## config.mk

```make
export PLATFORM = sky130hd
export DESIGN_NAME = prio_arbiter
export DESIGN_NICKNAME = d
export VERILOG_FILES = /design/src/rtl/prio_arbiter.sv
export SDC_FILE = /design/constraint.sdc
export NUM_CORES = 1
export LEC_CHECK = 0
export CORE_MARGIN = 1.5
export CORE_UTILIZATION = 43
export CTS_BUF_LIST = sky130_fd_sc_hd__clkbuf_8 sky130_fd_sc_hd__clkbuf_16
export CTS_CLUSTER_SIZE = 12
export DETAILED_ROUTE_END_ITERATION = 6
export PLACE_DENSITY = 0.65
export SLEW_MARGIN = 40
export SYNTH_ARGS = -nofsm -noshare
export SYNTH_HDL_FRONTEND = slang
export SYNTH_SLANG_ARGS = --single-unit
```

## constraint.sdc

```tcl
create_clock -name clk -period 7.64 [get_ports clk]
set_input_delay 0.764 -clock clk [delete_from_list [all_inputs] [get_ports clk]]
set_output_delay 0.764 -clock clk [all_outputs]
set_load 0.05 [all_outputs]
```

## src/rtl/prio_arbiter.sv

```systemverilog
// -----------------------------------------------------------------------------
// prio_arbiter
// Registered priority arbiter. Accepts an N-bit request vector and presents a
// single grant (index + one-hot) that is held until the consumer acknowledges
// it. The winner is chosen once, on the IDLE->GRANT edge, either by fixed
// priority (highest set index) or round-robin (first set bit scanning upward
// from an internal pointer, wrapping at N-1).
//
// Ports:
//   clk         rising-edge clock
//   rst         synchronous, active-high reset
//   req[N-1:0]  request vector, bit i = source i requesting
//   mode        0 = fixed priority, 1 = round-robin (sampled at arbitration)
//   ack         consumer accepts current grant (ignored while idle)
//   gnt_valid   a grant is being presented
//   gnt_idx     index of the granted source (don't-care while gnt_valid = 0)
//   gnt_onehot  one-hot form of gnt_idx, all zero while gnt_valid = 0
// -----------------------------------------------------------------------------
module prio_arbiter #(
    parameter  int N = 8,
    localparam int W = $clog2(N)
) (
    input  logic         clk,
    input  logic         rst,
    input  logic [N-1:0] req,
    input  logic         mode,
    input  logic         ack,
    output logic         gnt_valid,
    output logic [W-1:0] gnt_idx,
    output logic [N-1:0] gnt_onehot
);

    typedef enum logic [0:0] {
        ST_IDLE  = 1'b0,
        ST_GRANT = 1'b1
    } state_e;

    state_e         state_q,  state_d;
    logic [W-1:0]   ptr_q,    ptr_d;
    logic [W-1:0]   idx_q,    idx_d;
    logic [N-1:0]   onehot_q, onehot_d;
    logic           valid_q,  valid_d;
    logic           rr_q,     rr_d;      // grant was issued in round-robin mode

    logic [W-1:0]   fixed_idx_s;
    logic [W-1:0]   rr_idx_s;
    logic           rr_found_s;
    logic [W-1:0]   win_idx_s;

    // Winner search for both arbitration policies.
    always_comb begin
        int  j;
        logic take;
        fixed_idx_s = '0;
        rr_idx_s    = '0;
        rr_found_s  = 1'b0;
        j           = 0;
        take        = 1'b0;
        // Ascending scan: the last set bit seen is the highest one.
        for (int i = 0; i < N; i++) begin
            fixed_idx_s = req[i] ? W'(i) : fixed_idx_s;
        end
        // Scan ptr, ptr+1, ... with an explicit wrap so non-power-of-two N works.
        for (int k = 0; k < N; k++) begin
            j          = int'(ptr_q) + k;
            j          = (j >= N) ? (j - N) : j;
            take       = !rr_found_s && req[j];
            rr_idx_s   = take ? W'(j) : rr_idx_s;
            rr_found_s = rr_found_s | take;
        end
        win_idx_s = mode ? rr_idx_s : fixed_idx_s;
    end

    // Next-state and next-output logic of the grant FSM.
    always_comb begin
        state_d  = state_q;
        ptr_d    = ptr_q;
        idx_d    = idx_q;
        onehot_d = onehot_q;
        valid_d  = valid_q;
        rr_d     = rr_q;
        case (state_q)
            ST_IDLE: begin
                if (req != '0) begin
                    state_d  = ST_GRANT;
                    valid_d  = 1'b1;
                    idx_d    = win_idx_s;
                    onehot_d = {{(N-1){1'b0}}, 1'b1} << win_idx_s;
                    rr_d     = mode;
                end else begin
                    valid_d  = 1'b0;
                    onehot_d = '0;
                end
            end
            ST_GRANT: begin
                // req and mode are deliberately ignored here: the grant is locked.
                if (ack) begin
                    state_d  = ST_IDLE;
                    valid_d  = 1'b0;
                    onehot_d = '0;
                    if (rr_q) begin
                        ptr_d = (idx_q == W'(N - 1)) ? '0 : (idx_q + W'(1));
                    end else begin
                        ptr_d = ptr_q;
                    end
                end else begin
                    state_d = ST_GRANT;
                end
            end
            default: begin
                state_d  = ST_IDLE;
                valid_d  = 1'b0;
                onehot_d = '0;
            end
        endcase
    end

    // State and output registers with synchronous reset.
    always_ff @(posedge clk) begin
        if (rst) begin
            state_q  <= ST_IDLE;
            ptr_q    <= '0;
            idx_q    <= '0;
            onehot_q <= '0;
            valid_q  <= 1'b0;
            rr_q     <= 1'b0;
        end else begin
            state_q  <= state_d;
            ptr_q    <= ptr_d;
            idx_q    <= idx_d;
            onehot_q <= onehot_d;
            valid_q  <= valid_d;
            rr_q     <= rr_d;
        end
    end

    assign gnt_valid  = valid_q;
    assign gnt_idx    = idx_q;
    assign gnt_onehot = onehot_q;

endmodule

```

Yosys cells after proc, flatten, opt, wreduce, memory -nomap -nowiden --
Index checks and enable logic that the tools add are counted.
Word-level totals: bits in registers 17, input bits 12, word-level logic and storage cells 122
Cells by class: add/subtract/negate cells 16, magnitude comparators 16, equality and inequality tests 2, shift operators 1, multiplexer cells 57, bitwise logic cells 7, reduce and logical (&&, ||, !) cells 17
Operator list (count):
- $lt 32x5->1 const B | 8
- $mux 32 | 8
- $mux 3 | 14
- $sub 4x4->5 const B | 7
- $ge 4x4->1 const B | 7
- $bmux 1 s3 | 8
- $mux 1 | 20
- $add 3x3->4 const B | 4
- $mux 8 | 2
- $pmux 8 s2 | 1
- $add 3x2->4 const B | 2
- $reduce_bool 8->1 | 1
- $shl 1x3->8 const A | 1
- $logic_and 1x1->1 | 7
- $logic_not 1->1 | 7
- $or 1x1->1 | 6
- $sub 3x4->5 const B | 1
- $add 3x1->4 const B | 1
- $ge 3x4->1 const B | 1
- $mux 2 | 2
- $pmux 1 s2 | 2
- $add 3x1->3 const B | 1
- $eq 3x3->1 const B | 1
- $reduce_and 3->1 | 1
- 3 further kinds | 3

Longest topological paths before layout --
Gate-level depths: netlist (run 1).
word-level depth 30, mapped depth 12, gate-level depth less buffers 10

Worst setup path after synthesis (run 1) --
No wires, ideal clock.
kind flip-flop to flip-flop, start point register ptr_q[0], end point register onehot_q[2], in the netlist gnt_onehot[2], setup time 0.060 ns, data arrival time 3.474 ns, data required time 7.580 ns, setup slack 4.105 ns, stages on the path, launching flop included 13, buffers on the path 2, clock period less this slack 3.535 ns, path through dfxtp_1 buf_4 clkinv_1 ha_1 buf_6 mux2_4 mux4_2 or2_0 or4_1 o221a_1 a21oi_2 nor3b_2 a22o_1
Between the ends: word-level cells in the longest chain between the ends 30
Ends and longest elaborated chain:
- start: declaration | line 39 | logic [W-1:0] ptr_q, ptr_d;
- start signal: assignment | line 129 | ptr_q <= ptr_d;
- $add 3x1->4 (tied with other cells) | line 65 | j = int'(ptr_q) + k;
- $sub 4x4->5 (tied with other cells) | line 66 | j = (j >= N) ? (j - N) : j;
- $mux 32 / $bmux 1 s3 (equally long branches) | line 66, 67
- $bmux 1 s3 / $mux 1 (equally long branches) | line 67 | take = !rr_found_s && req[j];
- $mux 1 (implied by the code) | line 67
- $mux 1 (implied by the code) / $logic_not 1->1 (equally long branches) | line 67
- $logic_and 1x1->1 | line 67
- $or 1x1->1 | line 69 | rr_found_s = rr_found_s | take;
- [14 not listed]
- $or 1x1->1 | line 69
- $logic_not 1->1 | line 67
- $logic_and 1x1->1 | line 67
- $mux 3 * | line 68 | rr_idx_s = take ? W'(j) : rr_idx_s;
- $mux 3 * | line 71 | win_idx_s = mode ? rr_idx_s : fixed_idx_s;
- $shl 1x3->8 * | line 88 | onehot_d = {{(N-1){1'b0}}, 1'b1} << win_idx_s;
- $mux 8 * | line 84 | if (req != '0) begin
- $pmux 8 s2 * | line 82 | case (state_q)
- end signal: assignment | line 131 | onehot_q <= onehot_d;
- end: declaration | line 41 | logic [N-1:0] onehot_q, onehot_d;
Every way passes the cells marked *; elsewhere a longest branch is shown, timed or not. The select of a mux whose other input is x is not followed. A chain may end at the register's enable or synchronous reset.

Worst setup path in the final report (run 1) --
Ends and elaborated chain as after synthesis.

==> results.tsv, run 1 <==
stage	metric	value	unit
pwr	power_density	133	nW/um^2
synthesis	synth-seq-area-share	20.5	%
synthesis	synth_edf_count	0	
critical_path	critPathMaxFanout	15	
synthesis	ys_async_sr_fraction	0	%
place	hpwl	3250	um
pwr	sw_frac_of_total	34.4	%
hold_path	hold_path_class	reg -> reg	
synthesis	synth_warnings	0	
critical_path	cp.required	7780	ps
timing	tns	0	ps
timing	setup_viol	0	
critical_path	rr_worst_depth	10	
cts	htreeDepth	1	
hold_path	whs_endpoint	gnt_onehot[7]$_SDFFE_PP0P_	
final_layout	antenna_cells	0	
pwr	p_leak	0.713	nW
timing	tightestPinTransition	735	ps
cts	cts_buffer_depth	2	
pwr	vdd_ir_drop_max	0.0920	mV
critical_path	crit_type	reg -> reg	
run	maxCapViolCount	0	
timing	rsz0062_at_grt	no	
routing	via_per_inst	6.24	
routing	drt-initial-drc-count	79	
critical_path	r2r_setup_slack	2830	ps
global_routing	grt_max_degree	25	
timing	layout_setup_ws	2830	ps
synthesis	syn_avg_cell_area	8.71	sq um
pwr	power.share.clock	24.8	%
global_routing	grt_pass1_vias	1471	
timing	slew_headroom	49.6	%
routing	totalWireLength	4280	um
timing	slew_violations	0	
synthesis	synth.distinct_cells	58	
cts	numCtsBuffers	3	
critical_path	crit_path_end_kind	flip-flop	
timing	fin_skew	1.82	ps
hold_path	hold_start	gnt_onehot[7]$_SDFFE_PP0P_	
final_layout	nNetsFinal	223	
floorplan	chipHeight	65.2	um
critical_path	worst_setup_path_start_kind	flip-flop	
final_layout	area_delta_synth_final	17.2	%
cts	cts_hold_buffers	0	
routing	vias	1584	
floorplan	die_area	4250	sq um
routing	first_pass_iters	4	
timing	fin_crit_sh	62.9	%
global_routing	grt_pass1_wl	7060	um
place	io_buffers	23	
routing	antenna_left	0	
critical_path	r2r-end	gnt_onehot[2]$_SDFFE_PP0P_	
synthesis	syn_area	1660	sq um
critical_path	cp.arrival	4950	ps
cts	cts.sinks	17	
place	place.gp.congestion	0.872	
place	dpl_worst_slack	2960	ps
pwr	p_sw	0.0000893	W
cts	post_cts_resized	0	
synthesis	synth_cells	191	
pwr	seqPwrFrac	38.0	%
floorplan	num_rows	22	
floorplan	chipWidth	65.2	um
final_layout	drive_gt1_share	15.5	%
routing	drc	0	
global_routing	grt_usage	21.2	%
synthesis	synth_flop_cell	dfxtp_1	
place	placedInstanceArea	1900	sq um
global_routing	grt_overflow	0	
floorplan	ios	24	
cts	tritoncts	done	
timing	period_minus_slack	4810	ps
hold_path	whs_path_depth	2	
synthesis	syn_nets	207	
cts	path_clk_slew	60	ps
timing	hold_violations	0	
cts	cts_setup_buffers	0	
final_layout	final_area	1950	sq um
timing	max_freq	0.208	GHz
pwr	internal_power	0.000170	W
global_routing	antenna_found_initial	0	
cts	cts-root-buf	clkbuf_8	
pwr	combPwrFrac	37.3	%
floorplan	coreArea	3690	sq um
floorplan	start_util	45.1	%
critical_path	rr_startpoint	ptr_q[0]$_SDFFE_PP0P_	
routing	post_drt_wl_per_cell	16.9	um
run_status	outcome	complete, no violations	
synthesis	ys_seq_elements	17	
cts	clock_latency	250	ps
## flip-flops by register name (all words and copies together) (netlist names)
register,count
gnt_valid,1
gnt_onehot,8
gnt_idx,3
rr_q,1
state_q,1
ptr_q,3
## worst max-delay path by stage
| stage | start | slack (ps) | to |
|---|---|---|---|
| after floorplan | ptr_q[0]$_SDFFE_PP0P_ | 4110 | gnt_onehot[2]$_SDFFE_PP0P_ |
| after global placement | ptr_q[0]$_SDFFE_PP0P_ | 3150 | gnt_onehot[3]$_SDFFE_PP0P_ |
| after detailed placement | ptr_q[0]$_SDFFE_PP0P_ | 2960 | gnt_onehot[2]$_SDFFE_PP0P_ |
| after CTS | ptr_q[0]$_SDFFE_PP0P_ | 2930 | gnt_onehot[2]$_SDFFE_PP0P_ |
| after global routing | ptr_q[0]$_SDFFE_PP0P_ | 2520 | gnt_onehot[2]$_SDFFE_PP0P_ |
| final | ptr_q[0]$_SDFFE_PP0P_ | 2830 | gnt_onehot[2]$_SDFFE_PP0P_ |
## Yosys cell counts, types with 2 or more instances
master / count / area share (%)
a21oi_1: 14 / 4.2
mux4_2: 11 / 15
o221a_2: 3 / 2.0
nand2_1: 15 / 3.4
ha_1: 4 / 3.0
o21a_1: 2 / 0.90
nand3_1: 3 / 0.90
clkbuf_1: 9 / 2.0
o32ai_1: 3 / 1.6
or4_1: 2 / 0.90
mux2_2: 5 / 3.4
inv_1: 11 / 2.5
nor3_1: 3 / 0.90
xor2_1: 2 / 1.1
dfxtp_1: 17 / 20
or2_2: 2 / 0.75
o21ai_0: 3 / 0.90
and2_1: 2 / 0.75
nor4_1: 2 / 0.75
mux2i_1: 9 / 5.4
o21ai_1: 2 / 0.60
nor2_1: 18 / 4.1
and3_1: 2 / 0.75
a22o_1: 6 / 3.2
mux2_4: 3 / 2.7
nand2b_1: 6 / 2.3
## through the flow
| step | hold slack (ps) | total power (W) | instances | util, % |
|---|---|---|---|---|
| finish | 447 | 0.000259 | 254 | 52.8 |
| global route | 458 | 0.000274 | 254 | 52.8 |
| CTS | 454 | 0.000259 | 254 | 52.6 |
| detailed placement | 445 | 0.000195 | 250 | 51.4 |
| global placement | 443 | 0.000192 | 250 | 51.4 |
| floorplan | 460 | 0.000167 | 191 | - |
## power by group through the flow
stage	clock network, W	registers (W)	logic, W
floorplan	0	0.000111	0.0000559
global placement	0	0.000100	0.0000923
detailed placement	0	0.000100	0.0000942
CTS	0.0000661	0.0000983	0.0000948
global route	0.0000708	0.0000992	0.000104
finish	0.0000642	0.0000985	0.0000966
## critical path: stages, from the launching register on
cell,delay (ps)
dfxtp_1,790
clkinv_1,450
ha_1,720
mux2_2,420
mux4_2,530
o32ai_1,610
nand3_1,250
o32ai_1,430
a21oi_2,100
nor3b_2,190
a22o_1,200
## logic make-up (layout without fill, tap and decap cells)
logic type	after synthesis	in the layout	synth area share, %
xor+xnor	3	3	1.58
fa+ha+maj	4	4	3.01
mux	28	28	26.4
flops	17	17	20.5
buf+inv	24	39	6.17
simple gates	62	62	18.5
compound gates	53	53	23.9
## cell usage in the layout, fill, tap and decap left out, types with 2 or more instances in the layout
cell type,Yosys,routed
mux2_2,5,5
or2_2,2,2
o221a_2,3,3
mux4_2,11,11
clkbuf_8,0,3
or4_1,2,2
nand2b_1,6,6
o32ai_1,3,3
and2_1,2,2
a22o_1,6,6
o21ai_1,2,2
o21ai_0,3,3
mux2i_1,9,9
a21oi_1,14,14
nor3_1,3,3
o21a_1,2,2
nor4_1,2,2
mux2_4,3,3
clkdlybuf4s50_1,0,23
ha_1,4,4
nand2_1,15,15
nor2_1,18,18
xor2_1,2,2
nand3_1,3,3
dfxtp_1,17,16
inv_1,11,12
and3_1,2,2
## area by class of cell
type / count / area, sq um
Timing Repair Buffer: 23 / 230
Fill cell: 344 / 1740
Inverter: 12 / 45.0
Multi-Input combinational cell: 150 / 1230
Tap cell: 48 / 60.1
Clock buffer: 3 / 41.3
Sequential cell: 17 / 342
Clock inverter: 1 / 3.75
## per-layer routing
layer	part of all wire, %	up-vias	track usage (%)
li1	-	755	-
met1	46	761	28.8
met2	48	64	34.9
met3	4.4	4	4.28
met4	0.79	0	4.69
met5	0	-	0
(Power assumes the default switching activity.)
==> run 2, diff against run 1 <==
--- a/config.mk
+++ b/config.mk
@@ -10,7 +10,7 @@
 export CTS_BUF_LIST = sky130_fd_sc_hd__clkbuf_8 sky130_fd_sc_hd__clkbuf_16
 export CTS_CLUSTER_SIZE = 12
 export DETAILED_ROUTE_END_ITERATION = 6
-export PLACE_DENSITY = 0.65
+export PLACE_DENSITY = 0.68
 export SLEW_MARGIN = 40
 export SYNTH_ARGS = -nofsm -noshare
 export SYNTH_HDL_FRONTEND = slang
==> constraint.sdc (replaced) <==
create_clock -name clk -period 4.3 [get_ports clk]
set_input_delay 0.43 -clock clk [delete_from_list [all_inputs] [get_ports clk]]
set_output_delay 0.43 -clock clk [all_outputs]
set_load 0.05 [all_outputs]
==> run 2 against run 1 <==
  * Via count increased by 3.8%
  * Largest cell class unchanged
  * Fmax increased by 30%
  * Flip-flop and latch count unchanged
  * Largest power group is now combinational logic
  * Combinational power increased by 83%
  * Sequential power increased by 76%
  * Register-to-register slack got worse by 2200 ps
  * Critical path depth unchanged
  * Clock-buffer cell count unchanged
  * Clock power increased by 85%
  * Power increased by 81%
==> results.tsv, run 2 (same netlist as run 1, synthesis figures left out) <==
stage	metric	value	unit	change
timing	slew_violations	0		unchanged
global_routing	grt_pass1_vias	1583		was 1,471
routing	drc	0		unchanged
global_routing	grt_pass1_wl	7330	um	was 7060 um
floorplan	die_area	4250	sq um	unchanged
cts	cts_hold_buffers	0		unchanged
critical_path	cp_cell_sequence	clkinv_1, ha_1, mux2_2, mux4_2, or2_0, or4_1, o221a_1, a21oi_2, nor3b_2, a22o_1		was clkinv_1, ha_1, mux2_2, mux4_2, o32ai_1, nand3_1, o32ai_1, a21oi_2, nor3b_2, a22o_1
critical_path	critPathMaxFanout	6		was 15
global_routing	grt_usage	22.4	%	was 21.2%
final_layout	layout_commonest_cell	clkdlybuf4s50_1		unchanged
floorplan	num_rows	22		unchanged
pwr	internal_power	0.000307	W	was 0.000170 W
global_routing	antenna_found_initial	0		unchanged
place	dpl_worst_slack	644	ps	was 2960 ps
critical_path	slowest_delay	530	ps	was 790 ps
final_layout	fillCellCount	349		was 344
critical_path	r2r_setup_slack	590	ps	was 2830 ps
cts	cts_buffer_depth	2		unchanged
critical_path	crit_start	ptr_q[0]$_SDFFE_PP0P_		unchanged
run_status	outcome	complete, no violations		unchanged
global_routing	grt_overflow	0		unchanged
floorplan	start_util	45.1	%	unchanged
final_layout	area_delta_synth_final	19.9	%	was 17.2%
critical_path	crit_type	reg -> reg		unchanged
global_routing	grt_max_degree	25		unchanged
timing	fin_skew	2.74	ps	was 1.82 ps
cts	cts.sinks	17		unchanged
critical_path	rr_startpoint	ptr_q[0]$_SDFFE_PP0P_		unchanged
final_layout	seq_area	342	sq um	unchanged
routing	antenna_left	0		unchanged
final_layout	nNetsFinal	229		was 223
pwr	sw_frac_of_total	34.6	%	was 34.4%
timing	whs	453	ps	was 447 ps
critical_path	cp.arrival	3910	ps	was 4950 ps
critical_path	crit_slowest_cell	ha_1		was dfxtp_1
routing	post_drt_wl_per_cell	17.1	um	was 16.9 um
routing	via_per_inst	6.32		was 6.24
timing	period_minus_slack	3710	ps	was 4810 ps
place	hpwl	3440	um	was 3250 um
routing	first_pass_iters	4		unchanged
pwr	vdd_ir_drop_max	0.192	mV	was 0.0920 mV
timing	slew_headroom	63.8	%	was 49.6%
cts	path_clk_slew	60	ps	about the same
cts	cts_setup_buffers	0		unchanged
cts	numCtsBuffers	3		unchanged
timing	tightestPinTransition	536	ps	was 735 ps
routing	drt-initial-drc-count	112		was 79
timing	max_freq	0.270	GHz	was 0.208 GHz
critical_path	cp.required	4500	ps	was 7780 ps
pwr	power_density	235	nW/um^2	was 133 nW/um^2
final_layout	multi_input_area	1230	sq um	unchanged
cts	post_cts_resized	0		unchanged
critical_path	endpoint	gnt_onehot[2]$_SDFFE_PP0P_		unchanged
floorplan	chipWidth	65.2	um	unchanged
hold_path	hold_path_class	reg -> reg		unchanged
pwr	seqPwrFrac	36.9	%	was 38.0%
final_layout	largest_reg_flops	8		unchanged
timing	rsz0062_at_grt	no		unchanged
timing	tns	0	ps	unchanged
critical_path	r2r-end	gnt_onehot[2]$_SDFFE_PP0P_		unchanged
timing	fin_crit_sh	86.2	%	was 62.9%
critical_path	rr_worst_depth	10		unchanged
run	maxCapViolCount	0		unchanged
pwr	power.share.clock	25.3	%	was 24.8%
cts	tritoncts	done		unchanged
timing	layout_setup_ws	595	ps	was 2830 ps
pwr	combPwrFrac	37.8	%	was 37.3%
final_layout	drive_gt1_share	18.4	%	was 15.5%
final_layout	antenna_cells	0		unchanged
cts	clock_latency	260	ps	was 250 ps
pwr	p_leak	0.743	nW	was 0.713 nW
timing	hold_violations	0		unchanged
timing	setup_viol	0		unchanged
cts	cts-root-buf	clkbuf_8		unchanged
floorplan	coreArea	3690	sq um	unchanged
routing	vias	1644		was 1,584
pwr	finalPower	0.000469	W	was 0.000259 W
critical_path	worst_setup_path_start_kind	flip-flop		unchanged
place	place.gp.congestion	0.997		was 0.872
pwr	p_sw	0.000162	W	was 0.0000893 W
place	io_buffers	23		unchanged
routing	totalWireLength	4440	um	was 4280 um
critical_path	crit_path_end_kind	flip-flop		unchanged
cts	htreeDepth	1		unchanged
floorplan	ios	24		unchanged
final_layout	layout_common_cells	clkdlybuf4s50_1 (23), nor2_1 (18), dfxtp_1 (16)		unchanged
floorplan	chipHeight	65.2	um	unchanged
## run 2: changes by cell type in the layout (fill, tap and decap cells not counted)
cell      before  now
inv_1         12   11
buf_4          0    6
clkinv_2       0    1
## run 2: worst min path at each step
stage / startpoint / endpoint / slack [ps] / cells past startpoint
global placement: gnt_onehot[6]$_SDFFE_PP0P_ / gnt_onehot[6]$_SDFFE_PP0P_ / 440 / 2
global route: gnt_onehot[7]$_SDFFE_PP0P_ / gnt_onehot[7]$_SDFFE_PP0P_ / 480 / 2
detailed placement: gnt_onehot[7]$_SDFFE_PP0P_ / gnt_onehot[7]$_SDFFE_PP0P_ / 440 / 2
floorplan: rr_q$_SDFFE_PP0P_ / rr_q$_SDFFE_PP0P_ / 460 / 2
CTS: gnt_onehot[7]$_SDFFE_PP0P_ / gnt_onehot[7]$_SDFFE_PP0P_ / 450 / 2
finish: gnt_onehot[7]$_SDFFE_PP0P_ / gnt_onehot[7]$_SDFFE_PP0P_ / 450 / 2
## run 2: area by class of cell
type	count	area share [%]
Tap cell	48	3.01
Clock inverter	1	0.251
Inverter	12	2.26
Sequential cell	17	17.1
Clock buffer	3	2.07
Timing Repair Buffer	29	13.8
Multi-Input combinational cell	150	61.5
## run 2: metrics by stage
step | std cells | area [sq um] | util (%)
2_1_floorplan | 191 | 1660 | -
3_3_place_gp | 256 | 1940 | 52.6
3_5_place_dp | 256 | 1940 | 52.6
4_1_cts | 260 | 1990 | 53.9
5_1_grt | 260 | 1990 | 54.1
6_report | 260 | 1990 | 54.1
## run 2: per-layer routing
layer	vias up	share of wire, %	track usage (%)	routed length, um
met5	-	0	0	0
met2	70	48	37.2	2130
li1	772	-	-	-
met1	789	43	27.7	1890
met4	0	3.0	13.8	135
met3	13	6.4	2.40	282
## run 2: power groups by stage
stage          combinational [W]  clock [W]  sequential (W)
2_1_floorplan          0.0000994          0        0.000198
3_3_place_gp            0.000172          0        0.000176
3_5_place_dp            0.000175          0        0.000176
4_1_cts                 0.000176   0.000121        0.000173
5_1_grt                 0.000191   0.000130        0.000174
6_report                0.000177   0.000119        0.000173
## run 2: worst max-delay path, delay by kind of cell (launching register included)
kind	cells	cell delay, ps
buffers and inverters	1	210
muxes	2	930
AOI/OAI and AO/OA	3	650
and+or+nand+nor	3	1010
adders and majority gates	1	530
DFF	1	340
==> run 3, diff against run 2 <==
--- a/config.mk
+++ b/config.mk
@@ -5,12 +5,14 @@
 export SDC_FILE = /design/constraint.sdc
 export NUM_CORES = 1
 export LEC_CHECK = 0
+export CELL_PAD_IN_SITES_DETAIL_PLACEMENT = 0
+export CELL_PAD_IN_SITES_GLOBAL_PLACEMENT = 1
 export CORE_MARGIN = 1.5
-export CORE_UTILIZATION = 43
+export CORE_UTILIZATION = 37
 export CTS_BUF_LIST = sky130_fd_sc_hd__clkbuf_8 sky130_fd_sc_hd__clkbuf_16
 export CTS_CLUSTER_SIZE = 12
 export DETAILED_ROUTE_END_ITERATION = 6
-export PLACE_DENSITY = 0.68
+export PLACE_DENSITY_LB_ADDON = 0.1
 export SLEW_MARGIN = 40
 export SYNTH_ARGS = -nofsm -noshare
 export SYNTH_HDL_FRONTEND = slang
==> run 3 against run 2 <==
  * Cell count up 0.77%
  * Sequential share of layout area about the same
  * Power down 1.9%
  * Die area up 15%
  * Design area down 0.63%
  * First-iteration DRC count up 6.3%
  * Hold slack better by 5.5 ps
  * Clock skew up 0.74 ps
  * Fmax down 6.2%
  * Register-to-register slack worse by 250 ps
  * Core utilization down 8.6 points
  * Clock-buffer cell count unchanged
  * Critical endpoint is now gnt_onehot[3]$_SDFFE_PP0P_
  * Largest cell class unchanged
==> results.tsv, run 3 (same netlist as run 1, synthesis figures left out) <==
stage	metric	value	unit	change
run_status	outcome	complete, no violations		unchanged
global_routing	grt_overflow	0		unchanged
place	placedInstanceArea	1930	sq um	was 1940 sq um
critical_path	critPathMaxFanout	11		was 6
critical_path	crit_path_end_kind	flip-flop		unchanged
cts	clock_latency	250	ps	was 260 ps
routing	first_pass_iters	4		unchanged
cts	cts_buffer_depth	2		unchanged
timing	slew_headroom	58.1	%	was 63.8%
global_routing	antenna_found_initial	0		unchanged
place	hpwl	3300	um	was 3440 um
final_layout	final_area	1980	sq um	was 1990 sq um
hold_path	hold_path_class	reg -> reg		unchanged
global_routing	grt_pass1_vias	1434		was 1,583
critical_path	cp_cell_sequence	clkinv_1, ha_1, mux2_2, mux4_2, o32ai_1, nand3_1, o32ai_1, a21oi_2, nor3b_2, a22o_1		was clkinv_1, ha_1, mux2_2, mux4_2, or2_0, or4_1, o221a_1, a21oi_2, nor3b_2, a22o_1
timing	max_freq	0.253	GHz	was 0.270 GHz
cts	cts-root-buf	clkbuf_8		unchanged
timing	fin_crit_sh	91.9	%	was 86.2%
critical_path	cp.arrival	4090	ps	was 3910 ps
routing	drc	0		unchanged
floorplan	chipHeight	70.0	um	was 65.2 um
final_layout	layout_commonest_cell	clkdlybuf4s50_1		unchanged
place	dpl_worst_slack	367	ps	was 644 ps
routing	vias	1566		was 1,644
timing	rsz0062_at_grt	no		unchanged
final_layout	antenna_cells	0		unchanged
floorplan	coreArea	4350	sq um	was 3690 sq um
final_layout	post-route-util	45.5	%	was 54.1%
global_routing	grt_max_degree	24		was 25
cts	path_clk_slew	60	ps	about the same
routing	drt-initial-drc-count	119		was 112
timing	fin_skew	3.48	ps	was 2.74 ps
cts	numCtsBuffers	3		unchanged
pwr	power_density	232	nW/um^2	was 235 nW/um^2
timing	whs	458	ps	was 453 ps
final_layout	fillCellCount	421		was 349
cts	cts_setup_buffers	0		unchanged
critical_path	crit_slowest_cell	ha_1		unchanged
pwr	p_leak	0.734	nW	was 0.743 nW
cts	tritoncts	done		unchanged
routing	via_per_inst	5.98		was 6.32
place	place.gp.congestion	0.876		was 0.997
timing	layout_setup_ws	350	ps	was 595 ps
critical_path	crit_type	reg -> reg		unchanged
final_layout	nNetsFinal	227		was 229
final_layout	drive_gt1_share	16.7	%	was 18.4%
global_routing	grt_usage	18.1	%	was 22.4%
cts	post_cts_resized	0		unchanged
timing	tns	0	ps	unchanged
final_layout	largest_reg_flops	8		unchanged
floorplan	chipWidth	70.0	um	was 65.2 um
timing	period_minus_slack	3950	ps	was 3710 ps
floorplan	num_rows	24		was 22
critical_path	worst_setup_path_start_kind	flip-flop		unchanged
floorplan	start_util	38.2	%	was 45.1%
cts	cts.sinks	17		unchanged
timing	slew_violations	0		unchanged
final_layout	area_delta_synth_final	19.2	%	was 19.9%
final_layout	layout_common_cells	clkdlybuf4s50_1 (23), nor2_1 (18), dfxtp_1 (17)		was clkdlybuf4s50_1 (23), nor2_1 (18), dfxtp_1 (16)
timing	tightestPinTransition	626	ps	was 536 ps
run	maxCapViolCount	0		unchanged
cts	cts_hold_buffers	0		unchanged
timing	hold_violations	0		unchanged
routing	antenna_left	0		unchanged
cts	htreeDepth	1		unchanged
routing	post_drt_wl_per_cell	16.1	um	was 17.1 um
critical_path	slowest_delay	650	ps	was 530 ps
place	io_buffers	23		unchanged
routing	totalWireLength	4210	um	was 4440 um
floorplan	ios	24		unchanged
critical_path	cp.required	4440	ps	was 4500 ps
floorplan	die_area	4910	sq um	was 4250 sq um
critical_path	crit_top_cell	o32ai_1		
pwr	vdd_ir_drop_max	0.129	mV	was 0.192 mV
global_routing	grt_pass1_wl	7210	um	was 7330 um
timing	setup_viol	0		unchanged
-- run 3: through the flow --
stage	power, W	cells
floorplan	0.000297	191
global placement	0.000348	258
detailed placement	0.000348	258
CTS	0.000465	262
global route	0.000491	262
finish	0.000460	262
-- run 3: final cells by class --
class / count / area (sq um) / area share (%)
sequential: 17 / 340 / 17.2
timing repair buffer: 27 / 260 / 13.1
tap: 52 / 65.1 / 3.28
multi-input combinational: 150 / 1230 / 61.9
clock inverter: 1 / 3.75 / 0.189
inverter: 12 / 45.0 / 2.27
clock buffer: 3 / 41.3 / 2.08
-- run 3: critical path, delay by kind of cell, from the launching register on --
kind            cells  cell delay, ps
mux                 2             940
compound gates      4            1300
simple gates        2             410
flops               1             330
buf+inv             1             210
fa+ha+maj           1             650
-- run 3: worst paths after layout --
kind	start	depth (start not counted)	to	slack, ps
max	ptr_q[0]$_SDFFE_PP0P_	10	gnt_onehot[3]$_SDFFE_PP0P_	350
min	gnt_onehot[7]$_SDFFE_PP0P_	2	gnt_onehot[7]$_SDFFE_PP0P_	460
max reg2reg	ptr_q[0]$_SDFFE_PP0P_	10	gnt_onehot[3]$_SDFFE_PP0P_	350
min reg2reg	gnt_onehot[7]$_SDFFE_PP0P_	2	gnt_onehot[7]$_SDFFE_PP0P_	460
-- run 3: power by group --
part	leakage [nW]	switching, W	internal [W]
Sequential	0.139	0.00000580	0.000166
Clock	0.0269	0.0000510	0.0000633
Combinational	0.568	0.0000997	0.0000742
Total	0.734	0.000157	0.000304
-- run 3: layer usage --
| metal | track usage, % | wire length [um] | vias up |
|---|---|---|---|
| li1 | - | - | 769 |
| met1 | 26.7 | 2020 | 748 |
| met2 | 27.4 | 1900 | 44 |
| met3 | 4.18 | 245 | 5 |
| met4 | 3.21 | 38 | 0 |
| met5 | 0 | 0 | - |
